`config.mk`:
```
export PLATFORM = sky130hd
export DESIGN_NAME = ws2812_chain_driver
export DESIGN_NICKNAME = d
export VERILOG_FILES = /design/src/rtl/ws2812_chain_driver.sv
export SDC_FILE = /design/constraint.sdc
export NUM_CORES = 1
export LEC_CHECK = 0
export CORE_AREA = 2 2 202 204
export DETAILED_ROUTE_END_ITERATION = 10
export DIE_AREA = 0 0 204 206
export GPL_ROUTABILITY_DRIVEN = 0
export PLACE_DENSITY = 0.36
export SLEW_MARGIN = 30
export SYNTH_ARGS = -nofsm -noshare
export SYNTH_HDL_FRONTEND = slang
export SYNTH_SLANG_ARGS = --single-unit
```
`constraint.sdc`:
```
create_clock -name clk -period 3.35 [get_ports clk]
set_input_delay 0.67 -clock clk [delete_from_list [all_inputs] [get_ports clk]]
set_output_delay 0.67 -clock clk [all_outputs]
set_load 0.03 [all_outputs]
```
`src/rtl/ws2812_chain_driver.sv`:
```
// WS2812 chain driver: LED_NUM x 24-bit pixel buffer serialised on demand, then a latch gap.
// Define WS2812_BRIGHTNESS_EN to add the global brightness port and a two-cycle scaled LOAD.
module ws2812_chain_driver #(
    parameter int unsigned CLK_FRE  = 27_000_000,
    parameter int unsigned LED_NUM  = 8,
    parameter int unsigned T1H_NS   = 850,
    parameter int unsigned T1L_NS   = 400,
    parameter int unsigned T0H_NS   = 400,
    parameter int unsigned T0L_NS   = 850,
    parameter int unsigned RESET_US = 80,
    localparam int unsigned AW      = (LED_NUM > 1) ? $clog2(LED_NUM) : 1
) (
    input  logic          clk,
    input  logic          rst,
    input  logic          wr_en,
    input  logic [AW-1:0] wr_addr,
    input  logic [23:0]   wr_data,
    input  logic          start,
    output logic          busy,
    output logic          done,
    output logic          ws2812_di
`ifdef WS2812_BRIGHTNESS_EN
    ,
    input  logic [7:0]    brightness
`endif
);

    function automatic int unsigned ns_to_cyc(input int unsigned ns);
        int unsigned c;
        c = (CLK_FRE / 1000) * ns / 1_000_000;
        return (c == 0) ? 1 : c;
    endfunction

    localparam int unsigned T1H_CYC   = ns_to_cyc(T1H_NS);
    localparam int unsigned T1L_CYC   = ns_to_cyc(T1L_NS);
    localparam int unsigned T0H_CYC   = ns_to_cyc(T0H_NS);
    localparam int unsigned T0L_CYC   = ns_to_cyc(T0L_NS);
    localparam int unsigned RST_RAW   = (CLK_FRE / 1_000_000) * RESET_US;
    localparam int unsigned RESET_CYC = (RST_RAW == 0) ? 1 : RST_RAW;
    localparam int unsigned MAX_H     = (T1H_CYC > T0H_CYC) ? T1H_CYC : T0H_CYC;
    localparam int unsigned MAX_L     = (T1L_CYC > T0L_CYC) ? T1L_CYC : T0L_CYC;
    localparam int unsigned MAX_B     = (MAX_H > MAX_L) ? MAX_H : MAX_L;
    localparam int unsigned MAX_CYC   = (MAX_B > RESET_CYC) ? MAX_B : RESET_CYC;
    localparam int unsigned CW        = $clog2(MAX_CYC + 1);

    localparam logic [CW-1:0] T1H_M1 = CW'(T1H_CYC - 1);
    localparam logic [CW-1:0] T1L_M1 = CW'(T1L_CYC - 1);
    localparam logic [CW-1:0] T0H_M1 = CW'(T0H_CYC - 1);
    localparam logic [CW-1:0] T0L_M1 = CW'(T0L_CYC - 1);
    localparam logic [CW-1:0] RST_M1 = CW'(RESET_CYC - 1);

    typedef enum logic [2:0] {StIdle, StLoad, StHigh, StLow, StLatch} state_e;

    state_e        state_q, state_d;
    logic [CW-1:0] cnt_q, cnt_d;
    logic [4:0]    bit_q, bit_d;
    logic [AW-1:0] idx_q, idx_d;
    logic [23:0]   shift_q, shift_d;
    logic          di_q, di_d;
    logic          busy_q, busy_d;
    logic          done_pend_q, done_pend_d;
    logic          done_q, done_d;
    logic          latch_end;
    logic [23:0]   pix;
    logic [23:0]   mem_q [LED_NUM];

`ifdef WS2812_BRIGHTNESS_EN
    logic load_ph_q, load_ph_d;

    function automatic logic [7:0] scale8(input logic [7:0] c, input logic [7:0] b);
        return 8'(({9'd0, c} * ({9'd0, b} + 17'd1)) >> 8);
    endfunction
`endif

    // Buffer has no reset; out-of-range addresses are dropped.
    always_ff @(posedge clk) begin
        if (wr_en && (32'(wr_addr) < LED_NUM)) begin
            mem_q[wr_addr] <= wr_data;
        end
    end

    assign pix = mem_q[idx_q];

    always_comb begin
        state_d   = state_q;
        cnt_d     = cnt_q;
        bit_d     = bit_q;
        idx_d     = idx_q;
        shift_d   = shift_q;
        latch_end = 1'b0;
`ifdef WS2812_BRIGHTNESS_EN
        load_ph_d = load_ph_q;
`endif
        unique case (state_q)
            StIdle: begin
                if (start) begin
                    state_d = StLoad;
                    idx_d   = '0;
                end
            end
            StLoad: begin
`ifdef WS2812_BRIGHTNESS_EN
                if (!load_ph_q) begin
                    shift_d   = {scale8(pix[23:16], brightness), scale8(pix[15:8], brightness),
                                 scale8(pix[7:0], brightness)};
                    load_ph_d = 1'b1;
                end else begin
                    load_ph_d = 1'b0;
                    bit_d     = 5'd23;
                    cnt_d     = shift_q[23] ? T1H_M1 : T0H_M1;
                    state_d   = StHigh;
                end
`else
                shift_d = pix;
                bit_d   = 5'd23;
                cnt_d   = pix[23] ? T1H_M1 : T0H_M1;
                state_d = StHigh;
`endif
            end
            StHigh: begin
                if (cnt_q == '0) begin
                    state_d = StLow;
                    cnt_d   = shift_q[23] ? T1L_M1 : T0L_M1;
                end else begin
                    cnt_d = cnt_q - CW'(1);
                end
            end
            StLow: begin
                if (cnt_q != '0) begin
                    cnt_d = cnt_q - CW'(1);
                end else if (bit_q != 5'd0) begin
                    bit_d   = bit_q - 5'd1;
                    shift_d = {shift_q[22:0], 1'b0};
                    cnt_d   = shift_q[22] ? T1H_M1 : T0H_M1;
                    state_d = StHigh;
                end else if (32'(idx_q) < LED_NUM - 1) begin
                    idx_d   = idx_q + AW'(1);
                    state_d = StLoad;
                end else begin
                    cnt_d   = RST_M1;
                    state_d = StLatch;
                end
            end
            StLatch: begin
                if (cnt_q == '0) begin
                    latch_end = 1'b1;
                    state_d   = StIdle;
                end else begin
                    cnt_d = cnt_q - CW'(1);
                end
            end
            default: state_d = StIdle;
        endcase

        // Outputs trail the state by one cycle so every phase keeps its exact length on the pin.
        di_d        = (state_q == StHigh);
        busy_d      = (state_q != StIdle);
        done_pend_d = latch_end;
        done_d      = done_pend_q;
    end

    always_ff @(posedge clk) begin
        if (rst) begin
            state_q     <= StIdle;
            cnt_q       <= '0;
            bit_q       <= '0;
            idx_q       <= '0;
            shift_q     <= '0;
            di_q        <= 1'b0;
            busy_q      <= 1'b0;
            done_pend_q <= 1'b0;
            done_q      <= 1'b0;
`ifdef WS2812_BRIGHTNESS_EN
            load_ph_q   <= 1'b0;
`endif
        end else begin
            state_q     <= state_d;
            cnt_q       <= cnt_d;
            bit_q       <= bit_d;
            idx_q       <= idx_d;
            shift_q     <= shift_d;
            di_q        <= di_d;
            busy_q      <= busy_d;
            done_pend_q <= done_pend_d;
            done_q      <= done_d;
`ifdef WS2812_BRIGHTNESS_EN
            load_ph_q   <= load_ph_d;
`endif
        end
    end

    assign ws2812_di = di_q;
    assign busy      = busy_q;
    assign done      = done_q;

endmodule
```
==> results by group, run 1 <==
Status
  – Status: complete, no violations

Global route
  – Largest net degree at the start of global routing: between 40 and 50
  – First-pass GRT wire length: around 34000 um
  – Vias in the first global route: between 5000 and 6000
  – Tot GR Track Use: a little over a tenth
  – Overflow after GRT: 0
  – Antenna violations before repair: 1

Power
  – Power Total: around 7.5 mW
  – Leak: between 3 and 4 nW
  – IR Drop Worst-Case VDD: 0.000347 V
  – Pwr Density: 640 nW/um^2

Layout
  – Final core utilization: 29.3%
  – ANT cells: 0
  – Final nets: about 700
  – Commonest non-fill, non-tap cell in the layout: edfxtp_1
  – Fin cells: roughly 1200
  – Layout cells sized above 1: ~18%
  – Area growth from synthesis to layout: 19.7%
  – Most frequent cells in the layout: edfxtp_1, nor2_1, dfxtp_1, mux4_2, a21oi_1
  – Fin area: 11800 um^2

Clocking
  – CTS Hold Bufs: 0
  – Clk slew on worst S/H paths: 0.06 ns
  – Clock Tree Buf Depth: 3
  – H-tree depth: 1
  – Clk root buf: clkbuf_16
  – CTS tree: yes
  – Worst-skew pair later-pin latency: roughly 0.55 ns
  – Post_cts resized: 0
  – Buffer count from post-CTS setup fixing: 0
  – Clk sinks: roughly 250
  – Cts bufs inserted: 29

Timing
  – Minimum clock period: 2.47 ns
  – Skew final: between 0.02 and 0.025 ns
  – Endpoints failing setup: 0
  – RSZ-0062 raised after global routing: no
  – Slew Limit Fails: 0
  – Setup ws final: slightly below 0.9 ns
  – Setup_tns: 0 ns
  – Fin. Hold Viols: 0
  – Worst hold slack: 0.457 ns
  – Relative slew slack: a little over half
  – Worst-Margin Slew: about 0.7 ns
  – Period Utilization, post-route: 73.8%
  – Fmax: between 400 and 500 MHz

Logic synthesis
  – Sequential-to-total area share from yosys stat: between 60% and 70%
  – Cells after Synth: 616
  – Mapped Nets: between 600 and 700
  – Synth Cell Area: between 9000 and 10000 um^2
  – Synth async-reset ratio: 0%
  – #FFs+latches synth: around 250
  – Avg Cell Area, Syn: ~16 um^2
  – Post-synth top flop: edfxtp_1
  – Synth warn: 0
  – EDFF count, synth: approximately 190
  – Unique cell type count in the Yosys netlist: roughly 50

Die
  – Row cnt: 74
  – Die span in x: 204 um
  – Core Footprint: 40200 um^2
  – Die Y-Extent: about 200 um
  – I/O pin count: 34
  – Initial core utilization: 24.5%
  – Die ar.: roughly 42000 um^2

Placement
  – Placed cell areas: 10900 um^2
  – Post-Place Setup Slack: 0.884 ns
  – Placed Cells: roughly 1200
  – Post-DP HPWL: approximately 13000 um
  – Port bufs: 33

Worst setup path
  – CP Class: reg -> reg
  – R2R depth: 6
  – Setup crit start: cnt_q[2]
  – RR Startpoint: cnt_q[2]
  – Setup crit end kind: flop
  – Worst setup SP type: flop
  – Worst Path Arrival: 2.93 ns
  – Worst-path fanout max: 13
  – CP required: between 3 and 4 ns
  – Worst reg-to-reg setup slack: 0.88 ns
  – Worst r2r dst: bit_q[4]

Drt
  – Drt pass-1 iters: 4
  – Drc violations: 0
  – Initial drt markers: around 330
  – Post-DRT Antenna Nets: 0
  – Final WL: about 22000 um
  – DR vias/cell: between 4 and 5
  – Avg WL per Cell: about 18 um
  – Routed vias: roughly 5400

Flow run
  – Max cap viols: 0

Min path
  – Worst Hold Path EP: done
  – Hold_sp: done_d
  – Hold Path Stages: 1
  – Worst min path class: reg -> reg
-- power by group --
| group | switching [mW] | internal, mW | leakage [nW] |
|---|---|---|---|
| Sequential | 0.121 | 3.47 | 2.19 |
| Clock | 1.18 | 1.80 | 0.426 |
| Combinational | 0.587 | 0.370 | 1.04 |
| Total | 1.89 | 5.64 | 3.65 |
-- kinds of logic (layout without fill, tap and decap cells) --
logic type	Yosys count	in the layout	synth area share, %
adder cells (fa/ha/maj)	4	4	0.509
buffers and inverters	42	108	1.78
AO/OA/AOI/OAI	106	106	6.95
XOR/XNOR	5	5	0.445
flip-flops	246	246	69.6
multiplexers	72	72	13.4
AND/OR/NAND/NOR	141	141	7.25
-- cells in the mapped netlist (3+ instances only) --
cell	n	share of area (%)
a211oi_1	28	2.1
a21oi_1	44	2.2
a311oi_1	4	0.36
a31oi_1	3	0.19
buf_2	8	0.41
clkbuf_1	27	1.0
dfxtp_1	54	11
edfxtp_1	192	59
ha_1	4	0.51
inv_1	5	0.19
mux2i_1	24	2.4
mux4_2	48	11
nand2_1	18	0.69
nand2b_1	9	0.57
nand3_1	4	0.20
nor2_1	74	2.8
nor2b_1	5	0.32
nor3_1	9	0.46
nor4_1	5	0.32
o211ai_1	3	0.23
o21ai_0	5	0.25
o21ai_1	3	0.15
o31ai_1	3	0.23
xor2_1	4	0.36
-- worst max-delay path, stage by stage (launching register included) --
cell and delay [ns]:
dfxtp_1 0.37, or4_4 0.60, or4_4 0.67, a2bb2oi_2 0.31
nand3_1 0.14, xor2_1 0.15, a21oi_1 0.14
-- layout make-up --
| cell class | count | area, um^2 |
|---|---|---|
| well taps | 532 | 666 |
| fillers | 4048 | 28400 |
| clock buffers | 39 | 763 |
| inverters | 5 | 18.8 |
| repair buffers | 52 | 493 |
| flip-flops and latches | 246 | 6850 |
| multi-input cells | 328 | 2850 |
| clock inverters | 12 | 124 |
-- registers in the layout (all words and copies together), names as in the netlist, named ones only --
signal and count:
busy 1, shift_q 24, mem_q 192, cnt_q 12, done 1, bit_q 5, state_q 3, idx_q 3
ws2812_di 1, done_d 1
-- metal layers --
layer	vias to the layer above	GRT usage, %	share of wire (%)
li1	2509	-	-
met1	2775	12.9	42
met2	81	19.4	51
met3	41	2.16	4.3
met4	2	3.39	2.0
met5	-	0	0.072
-- worst max-delay path by stage --
stage,end
2_1_floorplan,mem_q[0][0]
3_3_place_gp,cnt_q[11]
3_5_place_dp,bit_q[3]
4_1_cts,bit_q[3]
5_1_grt,cnt_q[11]
6_report,bit_q[4]
No activity file was read; power rests on OpenSTA's default activity.
==> inputs of run 2 (changes only) <==
clock period = 2.5 ns   (was 3.35 ns; I/O delays follow)
==> run 2 against run 1 <==
Effect of this change:
- core utilization rose by 0.60 points
- total power rose by 37%
- critical path depth rose by 1
- sequential power rose by 33%
- final cell count rose by 1.2%
- first-iteration DRC count rose by 1.2%
- non-clock buffer count rose by 13
- clock skew rose by 0.026 ns
- hold slack got worse by 0.017 ns
- design area rose by 2.1%
==> results by group, run 2 (synthesis results as in run 1) <==
Drt
  – Initial drt markers: ~340
  – Post-DRT Antenna Nets: 0
  – Drc violations: 0
  – Drt pass-1 iters: 4
  – Final WL: 22700 um
  – Avg WL per Cell: ~18 um
  – DR vias/cell: ~4.5
  – Routed vias: about 5500

Global route
  – First-pass GRT wire length: 35000 um
  – Antenna violations before repair: 1
  – Met3 GRT Util: 2.33%
  – GR met1 Demand/Resource: between 10% and 20%
  – Vias in the first global route: 5815
  – Met2 Use GR: between 10% and 20%
  – Largest net degree at the start of global routing: 50
  – Tot GR Track Use: roughly 11%
  – Gr busiest metal: met2
  – Overflow after GRT: 0

Status
  – Status: complete, no violations

Timing
  – Worst-Margin Slew: about 0.9 ns
  – Fmax: approximately 430 MHz
  – Setup ws final: approximately 0.17 ns
  – Endpoints failing setup: 0
  – Skew final: 0.0496 ns
  – Relative slew slack: a little over two fifths
  – Fin. Hold Viols: 0
  – Period Utilization, post-route: between 90% and 100%
  – Setup_tns: 0 ns
  – RSZ-0062 raised after global routing: no
  – Minimum clock period: 2.33 ns
  – Slew Limit Fails: 0

Clocking
  – H-tree depth: 1
  – Clk root buf: clkbuf_16
  – Cts bufs inserted: 28
  – Clk slew on worst S/H paths: 0.06 ns
  – Worst-skew pair later-pin latency: just under 0.6 ns
  – CTS tree: yes
  – Clk sinks: about 250
  – Clock Tree Buf Depth: 3

Layout
  – Most frequent cells in the layout: edfxtp_1, nor2_1, dfxtp_1, mux4_2, a21oi_1
  – Area growth from synthesis to layout: 22.1%
  – Largest regs: mem_q: 192 flops, shift_q: 24 flops, cnt_q: 12 flops
  – Commonest non-fill, non-tap cell in the layout: edfxtp_1
  – ANT cells: 0
  – Layout cells sized above 1: 20.8%
  – Max reg flops: roughly 190
  – Register name with the most flops: mem_q
  – Final nets: approximately 700

Power
  – IR Drop Worst-Case VDD: ~0.00048 V
  – Sw Share: between 20% and 30%
  – Int Pwr: between 7 and 8 mW
  – Seq pwr share: a little under half
  – Leak: roughly 3.8 nW
  – Clock power frac: around 39%
  – Combinational power share: approximately 14%
  – Pwr Density: roughly 860 nW/um^2
  – Power Total: ~10 mW
  – NetSw: about 2.6 mW

Worst setup path
  – CP Class: reg -> reg
  – Worst r2r dst: state_q[2]
  – Largest stage delay, worst path: 0.61 ns
  – Worst path slowest cell: or4_4
  – Worst-path fanout max: 6
  – CP required: a little under 3 ns
  – Worst Path Arrival: approximately 2.8 ns
  – Worst setup SP type: flop
  – R2R depth: 7
  – Setup crit end kind: flop
  – CP Cell Sequence: or4_4 > or4_4 > buf_2 > buf_4 > a21oi_1 > o21bai_1 > a21oi_1
  – Worst reg-to-reg setup slack: about 0.17 ns
  – RR Startpoint: cnt_q[8]

Die
  – Initial core utilization: about a quarter
  – Core Footprint: roughly 40000 um^2
  – Row cnt: 74
  – Die ar.: between 40000 and 50000 um^2
  – I/O pin count: 34
  – Die span in x: 204 um
  – Die Y-Extent: roughly 210 um

Placement
  – Post-Place Setup Slack: between 0.09 and 0.1 ns
  – Port bufs: 33
  – Post-DP HPWL: ~13000 um

Min path
  – Hold Path Stages: 1
  – Worst min path class: reg -> reg
  – Hold_sp: done_d
  – Worst Hold Path EP: done

Flow run
  – Max cap viols: 0
==> run 2: cell types whose count changed in the layout (fill, tap and decap cells not counted), moves of 3 or more <==
cell,before,now
buf_12,2,10
buf_4,17,21
clkbuf_8,0,4
clkinv_1,9,4
clkinv_2,0,3
==> run 2: routing by layer <==
layer	vias up	wire length [um]
li1	2539	-
met1	2812	10200
met2	93	11100
met3	44	840
met4	2	598
met5	-	16
==> run 2: layout make-up <==
class,count,area [um^2]
repair buffers,65,688
multi-input cells,328,2870
flip-flops and latches,246,6850
well taps,532,666
clock inverters,11,128
clock buffers,41,790
fillers,4049,28200
inverters,5,18.8
==> run 2: repair_timing <==
item                       4_1_cts  5_1_grt
setup buffers                    0        5
resized for setup                0        1
hold buffers                     0        0
setup endpoints to repair        0        2
==> run 2: how the worst max path moves through the flow <==
stage | slack [ns] | startpoint | endpoint | cells past startpoint
finish | 0.17 | cnt_q[8] | state_q[2] | 7
global route | 0.06 | cnt_q[8] | cnt_q[3] | 6
CTS | 0.08 | cnt_q[3] | cnt_q[11] | 6
detailed placement | 0.1 | cnt_q[3] | cnt_q[10] | 5
global placement | 0.13 | cnt_q[3] | bit_q[4] | 6
floorplan | 0.30 | cnt_q[4] | shift_q[0] | 8
==> run 2: power by group through the flow <==
stage,sequential (mW),clock (mW),combinational [mW]
3_3_place_gp,4.85,0,1.38
5_1_grt,4.80,4.36,1.65
4_1_cts,4.78,4.18,1.40
6_report,4.78,4.04,1.49
2_1_floorplan,4.84,0,0.937
3_5_place_dp,4.86,0,1.39
==> run 2: critical path: cells and delay by family (launching register included) <==
kind | cells | cell delay, ns
DFF | 1 | 0.34
buffers and inverters | 2 | 0.35
and+or+nand+nor | 2 | 1.17
AOI/OAI and AO/OA | 3 | 0.39
==> run 2: metrics by stage <==
| stage | hold slack [ns] | utilization [%] | instance area [um^2] | std cells |
|---|---|---|---|---|
| 5_1_grt | 0.469 | 29.9 | 12000 | 1228 |
| 2_1_floorplan | 0.414 | - | 9840 | 616 |
| 4_1_cts | 0.442 | 29.8 | 12000 | 1223 |
| 3_3_place_gp | 0.433 | 27.5 | 11100 | 1171 |
| 3_5_place_dp | 0.429 | 27.5 | 11100 | 1171 |
| 6_report | 0.440 | 29.9 | 12000 | 1228 |
